==> config.mk <==
export PLATFORM = sky130hd
export DESIGN_NAME = uart_fifo_transceiver_flat
export DESIGN_NICKNAME = d
export VERILOG_FILES = /design/src/rtl/uart_fifo_if.sv /design/src/rtl/uart_fifo_transceiver.sv /design/src/flat_wrapper.sv
export SDC_FILE = /design/constraint.sdc
export NUM_CORES = 1
export LEC_CHECK = 0
export BUFFER_PORTS_ARGS = -buffer_cell sky130_fd_sc_hd__buf_2
export CORE_MARGIN = 3
export CORE_UTILIZATION = 60
export DETAILED_ROUTE_END_ITERATION = 12
export PLACE_DENSITY = 0.77
export SETUP_SLACK_MARGIN = 0.02
export SYNTH_ARGS = -nofsm -noshare
export SYNTH_HDL_FRONTEND = slang
export SYNTH_SLANG_ARGS = --single-unit
==> constraint.sdc <==
create_clock -name clk -period 6.79 [get_ports clk]
set_clock_uncertainty 0.2 [all_clocks]
set_input_delay 1.6975 -clock clk [delete_from_list [all_inputs] [get_ports clk]]
set_output_delay 1.6975 -clock clk [all_outputs]
set_load 0.02 [all_outputs]
==> src/rtl/uart_fifo_if.sv <==
// Register-bank side of the buffered UART: configuration, FIFO strobes and status.
// The register bank is the master; the UART core is the slave.
interface uart_fifo_if #(
  parameter int DATA_BITS       = 8,
  parameter int FIFO_DEPTH_LOG2 = 4,
  parameter int DIVIDER_WIDTH   = 16
);
  logic                       uartEnable;
  logic [DIVIDER_WIDTH-1:0]   clockDivider;
  logic                       parityEnable;
  logic                       parityOdd;
  logic                       twoStopBits;
  logic                       txWriteEnable;
  logic [DATA_BITS-1:0]       txWriteData;
  logic                       txFull;
  logic                       txEmpty;
  logic                       txBusy;
  logic                       rxReadEnable;
  logic [DATA_BITS-1:0]       rxData;
  logic                       rxEmpty;
  logic [FIFO_DEPTH_LOG2:0]   rxCount;
  logic                       clearErrors;
  logic                       rxOverflow;
  logic                       frameError;
  logic                       parityError;

  modport master (
    output uartEnable, clockDivider, parityEnable, parityOdd, twoStopBits,
           txWriteEnable, txWriteData, rxReadEnable, clearErrors,
    input  txFull, txEmpty, txBusy, rxData, rxEmpty, rxCount,
           rxOverflow, frameError, parityError
  );

  modport slave (
    input  uartEnable, clockDivider, parityEnable, parityOdd, twoStopBits,
           txWriteEnable, txWriteData, rxReadEnable, clearErrors,
    output txFull, txEmpty, txBusy, rxData, rxEmpty, rxCount,
           rxOverflow, frameError, parityError
  );
endinterface

==> src/rtl/uart_fifo_transceiver.sv <==
// Full-duplex UART with TX/RX circular FIFOs, programmable bit period,
// optional parity, 1/2 stop bits and sticky receive error flags.
module uart_fifo_buf #(
  parameter int W  = 8,
  parameter int AW = 4
) (
  input  logic         clk,
  input  logic         rst,
  input  logic         push,
  input  logic         pop,
  input  logic [W-1:0] wdata,
  output logic [W-1:0] head,
  output logic [AW:0]  count
);
  localparam int DEPTH = 1 << AW;
  logic [W-1:0]  mem [DEPTH];
  logic [AW-1:0] wr_ptr, rd_ptr;
  logic          empty, full, do_push, do_pop;

  assign empty   = count == '0;
  assign full    = count == (AW+1)'(DEPTH);
  assign do_pop  = pop && !empty;
  // A push into a full buffer is still accepted when a pop frees a slot on the same edge.
  assign do_push = push && (!full || do_pop);
  assign head    = empty ? '0 : mem[rd_ptr];

  always_ff @(posedge clk) begin
    if (rst) begin
      wr_ptr <= '0;
      rd_ptr <= '0;
      count  <= '0;
    end else begin
      if (do_push) wr_ptr <= wr_ptr + 1'b1;
      if (do_pop)  rd_ptr <= rd_ptr + 1'b1;
      count <= count + (AW+1)'(do_push) - (AW+1)'(do_pop);
    end
  end

  always_ff @(posedge clk) begin
    if (do_push) mem[wr_ptr] <= wdata;
  end
endmodule

module uart_fifo_transceiver #(
  parameter int DATA_BITS       = 8,
  parameter int FIFO_DEPTH_LOG2 = 4,
  parameter int DIVIDER_WIDTH   = 16
) (
  input  logic     clk,
  input  logic     rst,
  uart_fifo_if.slave bus,
  output logic     uart_tx,
  input  logic     uart_rx
);
  localparam int CW    = FIFO_DEPTH_LOG2 + 1;
  localparam int DEPTH = 1 << FIFO_DEPTH_LOG2;
  localparam int BIT_W = (DATA_BITS > 1) ? $clog2(DATA_BITS) : 1;

  typedef enum logic [2:0] {IDLE, START, DATA, PARITY, STOP} state_t;

  function automatic logic [DIVIDER_WIDTH-1:0] clamp_div(input logic [DIVIDER_WIDTH-1:0] d);
    return (d < DIVIDER_WIDTH'(3)) ? DIVIDER_WIDTH'(3) : d;
  endfunction

  logic [DATA_BITS-1:0] tx_head, rx_head;
  logic [CW-1:0]        tx_count, rx_count;
  logic                 tx_empty, rx_full;

  state_t                   tx_state, tx_next;
  logic [DIVIDER_WIDTH-1:0] tx_div, tx_cnt;
  logic [BIT_W-1:0]         tx_bit;
  logic [DATA_BITS-1:0]     tx_shift;
  logic                     tx_par, tx_done, tx_last_data, tx_last_stop, tx_pop, tx_line;

  state_t                   rx_state, rx_next;
  logic [DIVIDER_WIDTH-1:0] rx_div, rx_cnt;
  logic [BIT_W-1:0]         rx_bit;
  logic [DATA_BITS-1:0]     rx_shift;
  logic                     rx_s1, rx_s2, rx_s3, rx_par, rx_fall, rx_done, rx_mid, rx_last_data;
  logic                     rx_push, set_ovf, set_frame, set_par;

  uart_fifo_buf #(.W(DATA_BITS), .AW(FIFO_DEPTH_LOG2)) u_tx_fifo (
    .clk(clk), .rst(rst), .push(bus.txWriteEnable), .pop(tx_pop),
    .wdata(bus.txWriteData), .head(tx_head), .count(tx_count)
  );

  uart_fifo_buf #(.W(DATA_BITS), .AW(FIFO_DEPTH_LOG2)) u_rx_fifo (
    .clk(clk), .rst(rst), .push(rx_push), .pop(bus.rxReadEnable),
    .wdata(rx_shift), .head(rx_head), .count(rx_count)
  );

  assign tx_empty    = tx_count == '0;
  assign rx_full     = rx_count == CW'(DEPTH);
  assign bus.txEmpty = tx_empty;
  assign bus.txFull  = tx_count == CW'(DEPTH);
  assign bus.txBusy  = tx_state != IDLE;
  assign bus.rxData  = rx_head;
  assign bus.rxEmpty = rx_count == '0;
  assign bus.rxCount = rx_count;

  // ---- TX FSM ----
  assign tx_done      = tx_cnt == tx_div;
  assign tx_last_data = tx_bit == BIT_W'(DATA_BITS-1);
  assign tx_last_stop = !bus.twoStopBits || tx_bit == BIT_W'(1);

  always_ff @(posedge clk) begin
    if (rst) tx_state <= IDLE;
    else     tx_state <= tx_next;
  end

  always_comb begin
    tx_next = tx_state;
    case (tx_state)
      IDLE:    if (!tx_empty) tx_next = START;
      START:   if (tx_done) tx_next = DATA;
      DATA:    if (tx_done && tx_last_data) tx_next = bus.parityEnable ? PARITY : STOP;
      PARITY:  if (tx_done) tx_next = STOP;
      STOP:    if (tx_done && tx_last_stop) tx_next = tx_empty ? IDLE : START;
      default: tx_next = IDLE;
    endcase
    if (!bus.uartEnable) tx_next = IDLE;
  end

  // The last stop cycle chains straight into the next START, so frames abut.
  always_comb begin
    tx_pop = bus.uartEnable && !tx_empty &&
             (tx_state == IDLE || (tx_state == STOP && tx_done && tx_last_stop));
    case (tx_state)
      START:   tx_line = 1'b0;
      DATA:    tx_line = tx_shift[0];
      PARITY:  tx_line = tx_par;
      default: tx_line = 1'b1;
    endcase
    if (!bus.uartEnable) tx_line = 1'b1;
  end

  always_ff @(posedge clk) begin
    if (rst) uart_tx <= 1'b1;
    else     uart_tx <= tx_line;
  end

  always_ff @(posedge clk) begin
    if (rst || tx_state == IDLE || tx_done) tx_cnt <= '0;
    else                                    tx_cnt <= tx_cnt + 1'b1;
    if (rst || tx_state == IDLE) tx_bit <= '0;
    else if (tx_done) begin
      if ((tx_state == DATA && !tx_last_data) || (tx_state == STOP && !tx_last_stop))
        tx_bit <= tx_bit + 1'b1;
      else
        tx_bit <= '0;
    end
  end

  always_ff @(posedge clk) begin
    if (tx_pop) begin
      tx_shift <= tx_head;
      tx_div   <= clamp_div(bus.clockDivider);
      tx_par   <= ^tx_head ^ bus.parityOdd;
    end else if (tx_state == DATA && tx_done) begin
      tx_shift <= tx_shift >> 1;
    end
  end

  // ---- RX synchroniser and FSM ----
  always_ff @(posedge clk) begin
    if (rst) {rx_s1, rx_s2, rx_s3} <= 3'b111;
    else     {rx_s1, rx_s2, rx_s3} <= {uart_rx, rx_s1, rx_s2};
  end

  assign rx_fall      = rx_s3 && !rx_s2;
  assign rx_done      = rx_cnt == rx_div;
  assign rx_mid       = rx_cnt == (rx_div >> 1);
  assign rx_last_data = rx_bit == BIT_W'(DATA_BITS-1);

  always_ff @(posedge clk) begin
    if (rst) rx_state <= IDLE;
    else     rx_state <= rx_next;
  end

  always_comb begin
    rx_next = rx_state;
    case (rx_state)
      IDLE:    if (rx_fall) rx_next = START;
      START:   if (rx_mid) rx_next = rx_s2 ? IDLE : DATA;
      DATA:    if (rx_done && rx_last_data) rx_next = bus.parityEnable ? PARITY : STOP;
      PARITY:  if (rx_done) rx_next = STOP;
      STOP:    if (rx_done) rx_next = IDLE;
      default: rx_next = IDLE;
    endcase
    if (!bus.uartEnable) rx_next = IDLE;
  end

  always_comb begin
    rx_push   = bus.uartEnable && rx_state == STOP && rx_done;
    set_frame = rx_push && !rx_s2;
    set_par   = rx_push && bus.parityEnable && ((^rx_shift ^ bus.parityOdd) != rx_par);
    set_ovf   = rx_push && rx_full && !bus.rxReadEnable;
  end

  always_ff @(posedge clk) begin
    if (rst || rx_state == IDLE || (rx_state == START && rx_mid) || rx_done) rx_cnt <= '0;
    else                                                                   rx_cnt <= rx_cnt + 1'b1;
    if (rst || rx_state != DATA) rx_bit <= '0;
    else if (rx_done)            rx_bit <= rx_last_data ? '0 : rx_bit + 1'b1;
  end

  always_ff @(posedge clk) begin
    if (rx_state == IDLE && rx_fall) rx_div <= clamp_div(bus.clockDivider);
    if (rx_state == DATA && rx_done) rx_shift <= {rx_s2, rx_shift[DATA_BITS-1:1]};
    if (rx_state == PARITY && rx_done) rx_par <= rx_s2;
  end

  // Sticky flags: a set on the same edge as a clear wins.
  always_ff @(posedge clk) begin
    if (rst) begin
      bus.rxOverflow  <= 1'b0;
      bus.frameError  <= 1'b0;
      bus.parityError <= 1'b0;
    end else begin
      bus.rxOverflow  <= set_ovf   || (bus.rxOverflow  && !bus.clearErrors);
      bus.frameError  <= set_frame || (bus.frameError  && !bus.clearErrors);
      bus.parityError <= set_par   || (bus.parityError && !bus.clearErrors);
    end
  end
endmodule
==> src/flat_wrapper.sv <==
// flat-port wrapper written by rule: the top's interface ports become plain ports
module uart_fifo_transceiver_flat 
#(
  parameter int DATA_BITS       = 8,
  parameter int FIFO_DEPTH_LOG2 = 4,
  parameter int DIVIDER_WIDTH   = 16
)
  (clk, rst, uart_tx, uart_rx, bus_uartEnable, bus_clockDivider, bus_parityEnable, bus_parityOdd, bus_twoStopBits, bus_txWriteEnable, bus_txWriteData, bus_rxReadEnable, bus_clearErrors, bus_txFull, bus_txEmpty, bus_txBusy, bus_rxData, bus_rxEmpty, bus_rxCount, bus_rxOverflow, bus_frameError, bus_parityError);
  uart_fifo_if #(.DATA_BITS(DATA_BITS), .FIFO_DEPTH_LOG2(FIFO_DEPTH_LOG2), .DIVIDER_WIDTH(DIVIDER_WIDTH)) bus_i ();
  input  logic clk;
  input  logic rst;
  output logic uart_tx;
  input  logic uart_rx;
  input wire logic [$bits(bus_i.uartEnable)-1:0] bus_uartEnable;
  input wire logic [$bits(bus_i.clockDivider)-1:0] bus_clockDivider;
  input wire logic [$bits(bus_i.parityEnable)-1:0] bus_parityEnable;
  input wire logic [$bits(bus_i.parityOdd)-1:0] bus_parityOdd;
  input wire logic [$bits(bus_i.twoStopBits)-1:0] bus_twoStopBits;
  input wire logic [$bits(bus_i.txWriteEnable)-1:0] bus_txWriteEnable;
  input wire logic [$bits(bus_i.txWriteData)-1:0] bus_txWriteData;
  input wire logic [$bits(bus_i.rxReadEnable)-1:0] bus_rxReadEnable;
  input wire logic [$bits(bus_i.clearErrors)-1:0] bus_clearErrors;
  output wire logic [$bits(bus_i.txFull)-1:0] bus_txFull;
  output wire logic [$bits(bus_i.txEmpty)-1:0] bus_txEmpty;
  output wire logic [$bits(bus_i.txBusy)-1:0] bus_txBusy;
  output wire logic [$bits(bus_i.rxData)-1:0] bus_rxData;
  output wire logic [$bits(bus_i.rxEmpty)-1:0] bus_rxEmpty;
  output wire logic [$bits(bus_i.rxCount)-1:0] bus_rxCount;
  output wire logic [$bits(bus_i.rxOverflow)-1:0] bus_rxOverflow;
  output wire logic [$bits(bus_i.frameError)-1:0] bus_frameError;
  output wire logic [$bits(bus_i.parityError)-1:0] bus_parityError;
  assign bus_i.uartEnable = bus_uartEnable;
  assign bus_i.clockDivider = bus_clockDivider;
  assign bus_i.parityEnable = bus_parityEnable;
  assign bus_i.parityOdd = bus_parityOdd;
  assign bus_i.twoStopBits = bus_twoStopBits;
  assign bus_i.txWriteEnable = bus_txWriteEnable;
  assign bus_i.txWriteData = bus_txWriteData;
  assign bus_i.rxReadEnable = bus_rxReadEnable;
  assign bus_i.clearErrors = bus_clearErrors;
  assign bus_txFull = bus_i.txFull;
  assign bus_txEmpty = bus_i.txEmpty;
  assign bus_txBusy = bus_i.txBusy;
  assign bus_rxData = bus_i.rxData;
  assign bus_rxEmpty = bus_i.rxEmpty;
  assign bus_rxCount = bus_i.rxCount;
  assign bus_rxOverflow = bus_i.rxOverflow;
  assign bus_frameError = bus_i.frameError;
  assign bus_parityError = bus_i.parityError;
  uart_fifo_transceiver #(.DATA_BITS(DATA_BITS), .FIFO_DEPTH_LOG2(FIFO_DEPTH_LOG2), .DIVIDER_WIDTH(DIVIDER_WIDTH)) u_core (.clk(clk), .rst(rst), .bus(bus_i), .uart_tx(uart_tx), .uart_rx(uart_rx));
endmodule
==> results by group, run 1 <==
Timing
  – Hold Vio Cnt, Final: 0
  – Final min period: between 4 and 5 ns
  – Slew Limit Fails: 0
  – Final worst path period share: 0.723
  – Fmax: a little over 200 MHz
  – RSZ-0062 raised after global routing: no
  – Slew HR: 0.221
  – Final setup violation count: 0
  – Setup TNS Final: 0 ns
  – Worst slew pin tran: around 1.2 ns
  – Final worst slack: 1.88 ns

Yosys
  – Post-synthesis sequential area ratio: 0.675
  – Main flop type after synthesis: edfxtp_1
  – Syn Nets: approximately 1100
  – Area share of the largest cell type after synthesis: 0.570
  – Fraction of registers with async set or reset after synthesis: 0
  – Yosys top cell by area: edfxtp_1
  – Syn Area/Cell: between 15 and 20 µm²
  – Register bit total from synthesis: just under 400
  – Mapped cell area: about 16000 µm²
  – EDFF count, synth: between 300 and 400
  – Syn Inst Count: between 1000 and 1500
  – Top cells by area, synth: edfxtp_1 (57%), dfxtp_1 (11%), mux4_2 (10%)
  – Yosys cell types: between 50 and 60
  – YS warnings: 0

Global routing
  – First-pass GRT wire length: 49900 µm
  – GR Overflow Total: 0
  – Vias in the first global route: between 8000 and 9000
  – Largest net degree at the start of global routing: 38
  – Overall fraction of global-route tracks in use: 0.226
  – Initial antenna violation count: 0

Finish
  – Nets: 1148
  – Sequential Area: 10900 µm²
  – Syn-to-layout area delta: 11.7%
  – Number of diodes: 0
  – Area occupied by multi-input gates: 4920 µm²
  – Share of cells above drive strength 1: 0.191
  – Finished Layout Cells: 1450
  – Fill cells: ~1700
  – Fin util: 0.687

Detailed routing
  – Post-DRT Antenna Nets: 0
  – Vias per cell: between 5 and 6
  – DRC: 0
  – DRT iter0 DRCs: roughly 620
  – Via count: 8694
  – First drt pass iteration count: 5
  – Final WL: 32100 µm
  – Drt wl/cell: between 20 and 25 µm

Min path
  – Hold Crit Class: flop to flop
  – Hold Path Stages: 1
  – Hold endpoint: u_core.rx_s2$_SDFF_PP1_
  – Hold path start: u_core.rx_s1$_SDFF_PP1_

Critical path
  – Kind of critical path: flop to primary output
  – Worst-path fanout max: 20
  – Reg2reg end: u_core.u_tx_fifo.count[4]$_SDFF_PP0_
  – CP Launch Type: flop
  – Flop2flop setup slack: 2.54 ns
  – R2R depth: 12
  – Worst Setup End Kind: primary output
  – WP data required: about 5 ns
  – Worst R2R Start: u_core.tx_div[12]$_DFFE_PN_
  – WP data arrival: 3.01 ns

Placement
  – Final HPWL DP: between 20000 and 25000 µm
  – Pre-CTS setup slack: about 1.9 ns
  – PortBufs: 54
  – GP Congestion: just over 0.8
  – Placed cell count: between 1000 and 1500

CTS
  – Post-cts resize count: 0
  – Clk sinks: 391
  – Clock slew at the register clock pins of the worst setup and hold paths: roughly 0.06 ns
  – CTS root buf: clkbuf_16
  – CTS Buf Count: 39
  – Post-CTS Setup Repair Bufs: 0
  – Clock Path Buffers: 3
  – H-tree depth: 2
  – CTS tree: yes
  – Clk_lat worst skew: approximately 0.53 ns
  – Cts hold-fix bufs: 0

Floorplanning
  – Core ar.: 26200 µm²
  – Initial core utilization: 0.616
  – Die X: around 170 µm
  – Die area: a little under 30000 µm²
  – Chip Height: approximately 170 µm
  – Row count: 59
  – Top Ports: 55

Run
  – Max Cap Viol: 0

Pwr
  – PwrDens: between 300 and 400 nW/µm²
  – Worst ir drop on vdd: 0.000235 V
  – Leak: slightly above 6 nW

Status
  – Outcome: finished clean
## placed cells by master (no fill, tap or decap), types with 40 or more instances in the layout
master     Yosys  final
buf_2          4     54
clkbuf_16      0     40
dfxtp_1       85     83
edfxtp_1     306    306
mux4_2        72     72
nand2_1       49     49
nor2_1        91     91
xnor2_1       50     50
xor2_1        56     56
## area by class of cell
class | count | share of cell area
clock buffers | 47 | 0.0581
clock inverters | 25 | 0.0179
repair buffers | 58 | 0.0167
inverters | 30 | 0.00625
multi-input cells | 564 | 0.273
flip-flops and latches | 391 | 0.605
well taps | 335 | 0.0233
## through the flow
step / hold slack (ns) / power (mW) / cell area (µm²)
floorplan: 0.189 / 3.89 / 16100
global placement: 0.193 / 4.17 / 16600
detailed placement: 0.193 / 4.20 / 16600
CTS: 0.207 / 6.47 / 18000
global route: 0.212 / 6.69 / 18000
finish: 0.206 / 6.42 / 18000
## power by group
part | internal [mW] | total (mW) | switching (mW)
registers | 2.73 | 2.87 | 0.138
clock network | 1.38 | 2.28 | 0.902
logic | 0.605 | 1.28 | 0.671
## synth_stat cells (9+ instances only)
cell type / number
mux2i_1: 11
nand4_1: 14
dfxtp_1: 85
a21oi_1: 22
xnor2_1: 50
nand2_1: 49
and3_1: 9
inv_1: 28
nor2_1: 91
edfxtp_1: 306
o21ai_0: 17
ha_1: 28
nand2b_1: 9
and2_1: 17
nor4_1: 12
or3_1: 9
nor3_1: 13
nand3_1: 17
mux4_2: 72
nor2b_1: 16
xor2_1: 56
clkbuf_1: 41
## registers in the layout (all words and copies together) (netlist names), 4 cells and up, named ones only
signal	count
u_core.u_tx_fifo.mem	128
u_core.u_rx_fifo.mem	128
u_core.rx_div	16
u_core.rx_shift	8
u_core.tx_shift	8
u_core.u_tx_fifo.wr_ptr	4
u_core.u_rx_fifo.wr_ptr	4
u_core.u_tx_fifo.count	5
u_core.tx_cnt	16
u_core.u_tx_fifo.rd_ptr	4
u_core.tx_div	16
u_core.rx_cnt	16
u_core.u_rx_fifo.rd_ptr	4
u_core.u_rx_fifo.count	5
## worst max-delay path by stage
stage / startpoint / endpoint / slack (ns) / cells after the start
global placement: bus_twoStopBits / u_core.u_tx_fifo.count[4]$_SDFF_PP0_ / 1.98 / 11
global route: flop / bus_rxData[7] / 1.70 / 5
detailed placement: bus_twoStopBits / u_core.u_tx_fifo.count[4]$_SDFF_PP0_ / 1.93 / 11
finish: flop / bus_rxData[7] / 1.88 / 5
floorplan: bus_twoStopBits / u_core.u_tx_fifo.count[4]$_SDFF_PP0_ / 2.59 / 13
CTS: flop / bus_rxData[7] / 1.79 / 5
## metal layers
metal	vias to the layer above	wire, µm	GRT usage
li1	3969	-	-
met1	4352	13300	0.314
met2	314	15900	0.378
met3	59	2030	0.0365
met4	0	779	0.0656
met5	-	0	0
## logic make-up (layout without fill, tap and decap cells)
| logic type | count (synthesis) | in the layout | share of synthesized area |
|---|---|---|---|
| xor+xnor | 107 | 107 | 0.0586 |
| flops | 391 | 391 | 0.675 |
| compound gates | 76 | 76 | 0.0313 |
| simple gates | 267 | 267 | 0.0813 |
| buf+inv | 85 | 160 | 0.0215 |
| fa+ha+maj | 30 | 30 | 0.0242 |
| mux | 84 | 84 | 0.108 |
## worst max-delay path, cell delays in order, from the launching register on
cell and delay, ns:
dfxtp_2 0.61, buf_4 0.44, mux4_2 0.56, mux4_2 0.46, nor2b_1 0.18, buf_2 0.23
(Power assumes the default switching activity.)
==> inputs of run 2 (changes only) <==
--- a/config.mk
+++ b/config.mk
@@ -7,9 +7,9 @@
 export LEC_CHECK = 0
 export BUFFER_PORTS_ARGS = -buffer_cell sky130_fd_sc_hd__buf_2
 export CORE_MARGIN = 3
-export CORE_UTILIZATION = 60
+export CORE_UTILIZATION = 56
 export DETAILED_ROUTE_END_ITERATION = 12
-export PLACE_DENSITY = 0.77
+export PLACE_DENSITY = 0.76
 export SETUP_SLACK_MARGIN = 0.02
 export SYNTH_ARGS = -nofsm -noshare
 export SYNTH_HDL_FRONTEND = slang
==> constraint.sdc (replaced) <==
create_clock -name clk -period 4.2 [get_ports clk]
set_clock_uncertainty 0.2 [all_clocks]
set_input_delay 1.05 -clock clk [delete_from_list [all_inputs] [get_ports clk]]
set_output_delay 1.05 -clock clk [all_outputs]
set_load 0.02 [all_outputs]
==> results by group, run 2 (same netlist as run 1, synthesis figures left out) <==
Finish
  – Top flop regs: u_core.u_rx_fifo.mem (128), u_core.u_tx_fifo.mem (128) (unchanged)
  – Commonest cells after routing, fill and taps aside: edfxtp_1 (306), nor2_1 (91), dfxtp_1 (83), mux4_2 (72), xor2_1 (56) (unchanged)
  – Sequential Area: 10900 µm² (unchanged)
  – Area occupied by multi-input gates: 4900 µm² (was 4920 µm²)
  – Most common cell after layout, fill and taps aside: edfxtp_1 (unchanged)
  – Final instance area: 18300 µm² (was 18000 µm²)
  – Nets: 1163 (was 1148)
  – Fill cells: 1992 (was 1680)
  – Syn-to-layout area delta: 13.3% (was 11.7%)
  – Share of cells above drive strength 1: 0.202 (was 0.191)
  – Number of diodes: 0 (unchanged)

CTS
  – H-tree depth: 2 (unchanged)
  – CTS tree: yes (unchanged)
  – Clk sinks: 391 (unchanged)
  – Clk_lat worst skew: 0.53 ns (about the same)
  – Post-CTS Setup Repair Bufs: 0 (unchanged)
  – Clock slew at the register clock pins of the worst setup and hold paths: 0.06 ns (about the same)
  – Cts hold-fix bufs: 0 (unchanged)
  – CTS Buf Count: 40 (was 39)
  – CTS root buf: clkbuf_16 (unchanged)
  – Post-cts resize count: 0 (unchanged)
  – Clock Path Buffers: 3 (unchanged)

Critical path
  – Worst Setup End Kind: primary output (unchanged)
  – Flop2flop setup slack: 0.56 ns (was 2.54 ns)
  – Kind of critical path: flop to primary output (unchanged)
  – Most frequent CP cell: mux4_2 (unchanged)
  – WP data arrival: 2.52 ns (was 3.01 ns)
  – CP Launch Type: flop (unchanged)
  – CP max stage delay: 0.60 ns (was 0.61 ns)
  – WP data required: 2.95 ns (was 4.89 ns)
  – R2R depth: 10 (was 12)
  – CP Cell Sequence: buf_12, mux4_2, mux4_2, nor2b_1, buf_2 (was buf_4, mux4_2, mux4_2, nor2b_1, buf_2)
  – Worst-path fanout max: 32 (was 20)
  – Reg2reg end: u_core.u_tx_fifo.mem[2][4]$_DFFE_PP_ (was u_core.u_tx_fifo.count[4]$_SDFF_PP0_)
  – Worst R2R Start: u_core.tx_div[12]$_DFFE_PN_ (unchanged)
  – CP max-delay cell: mux4_2 (was dfxtp_2)

Detailed routing
  – First drt pass iteration count: 5 (unchanged)
  – Post-DRT Antenna Nets: 0 (unchanged)
  – Final WL: 31800 µm (was 32100 µm)
  – DRT iter0 DRCs: 750 (was 624)
  – DRC: 0 (unchanged)
  – Vias per cell: 5.78 (was 6.00)
  – Drt wl/cell: 21.0 µm (was 22.1 µm)
  – Via count: 8715 (was 8694)

Floorplanning
  – Row count: 61 (was 59)
  – Core ar.: 28100 µm² (was 26200 µm²)
  – Chip Height: 176 µm (was 170 µm)
  – Die area: 30900 µm² (was 28900 µm²)
  – Top Ports: 55 (unchanged)
  – Die X: 176 µm (was 170 µm)
  – Initial core utilization: 0.574 (was 0.616)

Placement
  – GP Congestion: 0.808 (was 0.823)
  – Pre-CTS setup slack: 0.582 ns (was 1.93 ns)
  – Final HPWL DP: 21000 µm (was 20000 µm)
  – PortBufs: 54 (unchanged)
  – Cell Area, Placed: 16800 µm² (was 16600 µm²)

Pwr
  – PwrDens: 580 nW/µm² (was 356 nW/µm²)
  – Leak: 6.17 nW (was 6.07 nW)
  – Worst ir drop on vdd: 0.000475 V (was 0.000235 V)

Global routing
  – Largest net degree at the start of global routing: 33 (was 38)
  – Vias in the first global route: 8819 (was 8801)
  – GR Overflow Total: 0 (unchanged)
  – Initial antenna violation count: 0 (unchanged)
  – Overall fraction of global-route tracks in use: 0.210 (was 0.226)
  – First-pass GRT wire length: 50100 µm (was 49900 µm)

Timing
  – RSZ-0062 raised after global routing: no (unchanged)
  – Final setup violation count: 0 (unchanged)
  – Final min period: around 3.8 ns
  – Setup TNS Final: 0 ns (unchanged)
  – Final worst slack: 0.431 ns (was 1.88 ns)
  – Final worst path period share: 0.897
  – Slew Limit Fails: 0 (unchanged)
  – Slew HR: 0.250 (was 0.221)
  – Worst slew pin tran: 1.11 ns (was 1.16 ns)
  – Fmax: about 270 MHz
  – Hold Vio Cnt, Final: 0 (unchanged)

Min path
  – Hold Path Stages: 1 (unchanged)
  – Hold path start: u_core.rx_s1$_SDFF_PP1_ (unchanged)
  – Hold Crit Class: flop to flop (unchanged)
  – Hold endpoint: u_core.rx_s2$_SDFF_PP1_ (unchanged)

Status
  – Outcome: finished clean (unchanged)

Run
  – Max Cap Viol: 0 (unchanged)
-- run 2: cell count changes in the layout (fill, tap and decap cells not counted), moves of 2 or more --
cell,previous run,this run
clkbuf_1,5,1
nor3_1,9,13
clkinv_2,7,5
buf_4,4,16
clkinv_4,0,3
clkbuf_16,40,42
clkbuf_8,2,6
buf_12,0,2
nor3_2,4,0
-- run 2: worst max-delay path by stage --
| stage | depth (start not counted) | slack, ns | to |
|---|---|---|---|
| after floorplan | 13 | 0.65 | u_core.u_tx_fifo.count[4]$_SDFF_PP0_ |
| after global placement | 15 | 0.60 | u_core.u_rx_fifo.count[4]$_SDFF_PP0_ |
| after detailed placement | 10 | 0.58 | u_core.u_tx_fifo.mem[2][6]$_DFFE_PP_ |
| after CTS | 5 | 0.41 | bus_rxData[3] |
| after global routing | 10 | 0.25 | u_core.u_tx_fifo.mem[7][6]$_DFFE_PP_ |
| final | 5 | 0.43 | bus_rxData[3] |
-- run 2: per-layer routing --
metal	vias to the layer above	global-route usage	routed length [µm]
met5	-	0	0
met4	0	0.0643	823
met3	70	0.0331	1990
met2	286	0.343	15600
met1	4357	0.294	13400
li1	4002	-	-
-- run 2: critical path: cells and delay by family (launching register included) --
kind,cells,cell delay (ns)
simple gates,1,0.14
flops,1,0.35
mux,2,1.07
buf+inv,2,0.42
-- run 2: area by class of cell --
| type | instances | area share |
|---|---|---|
| well taps | 378 | 0.0259 |
| clock inverters | 25 | 0.0177 |
| flip-flops and latches | 391 | 0.596 |
| multi-input cells | 564 | 0.268 |
| inverters | 30 | 0.00616 |
| repair buffers | 72 | 0.0236 |
| clock buffers | 49 | 0.0623 |
-- run 2: metrics by stage --
stage	hold slack (ns)	instances	total power [mW]	util
2_1_floorplan	0.189	1040	6.28	-
3_3_place_gp	0.199	1435	6.83	0.598
3_5_place_dp	0.202	1435	6.87	0.598
4_1_cts	0.216	1509	10.7	0.650
5_1_grt	0.242	1509	11.1	0.650
6_report	0.209	1509	10.6	0.650
-- run 2: power breakdown --
group	internal (mW)	switching, mW	total (mW)	leakage [nW]
clock	2.37	1.46	3.83	0.716
sequential	4.41	0.175	4.58	3.46
combinational	1.03	1.16	2.19	2.00
total	7.81	2.79	10.6	6.17
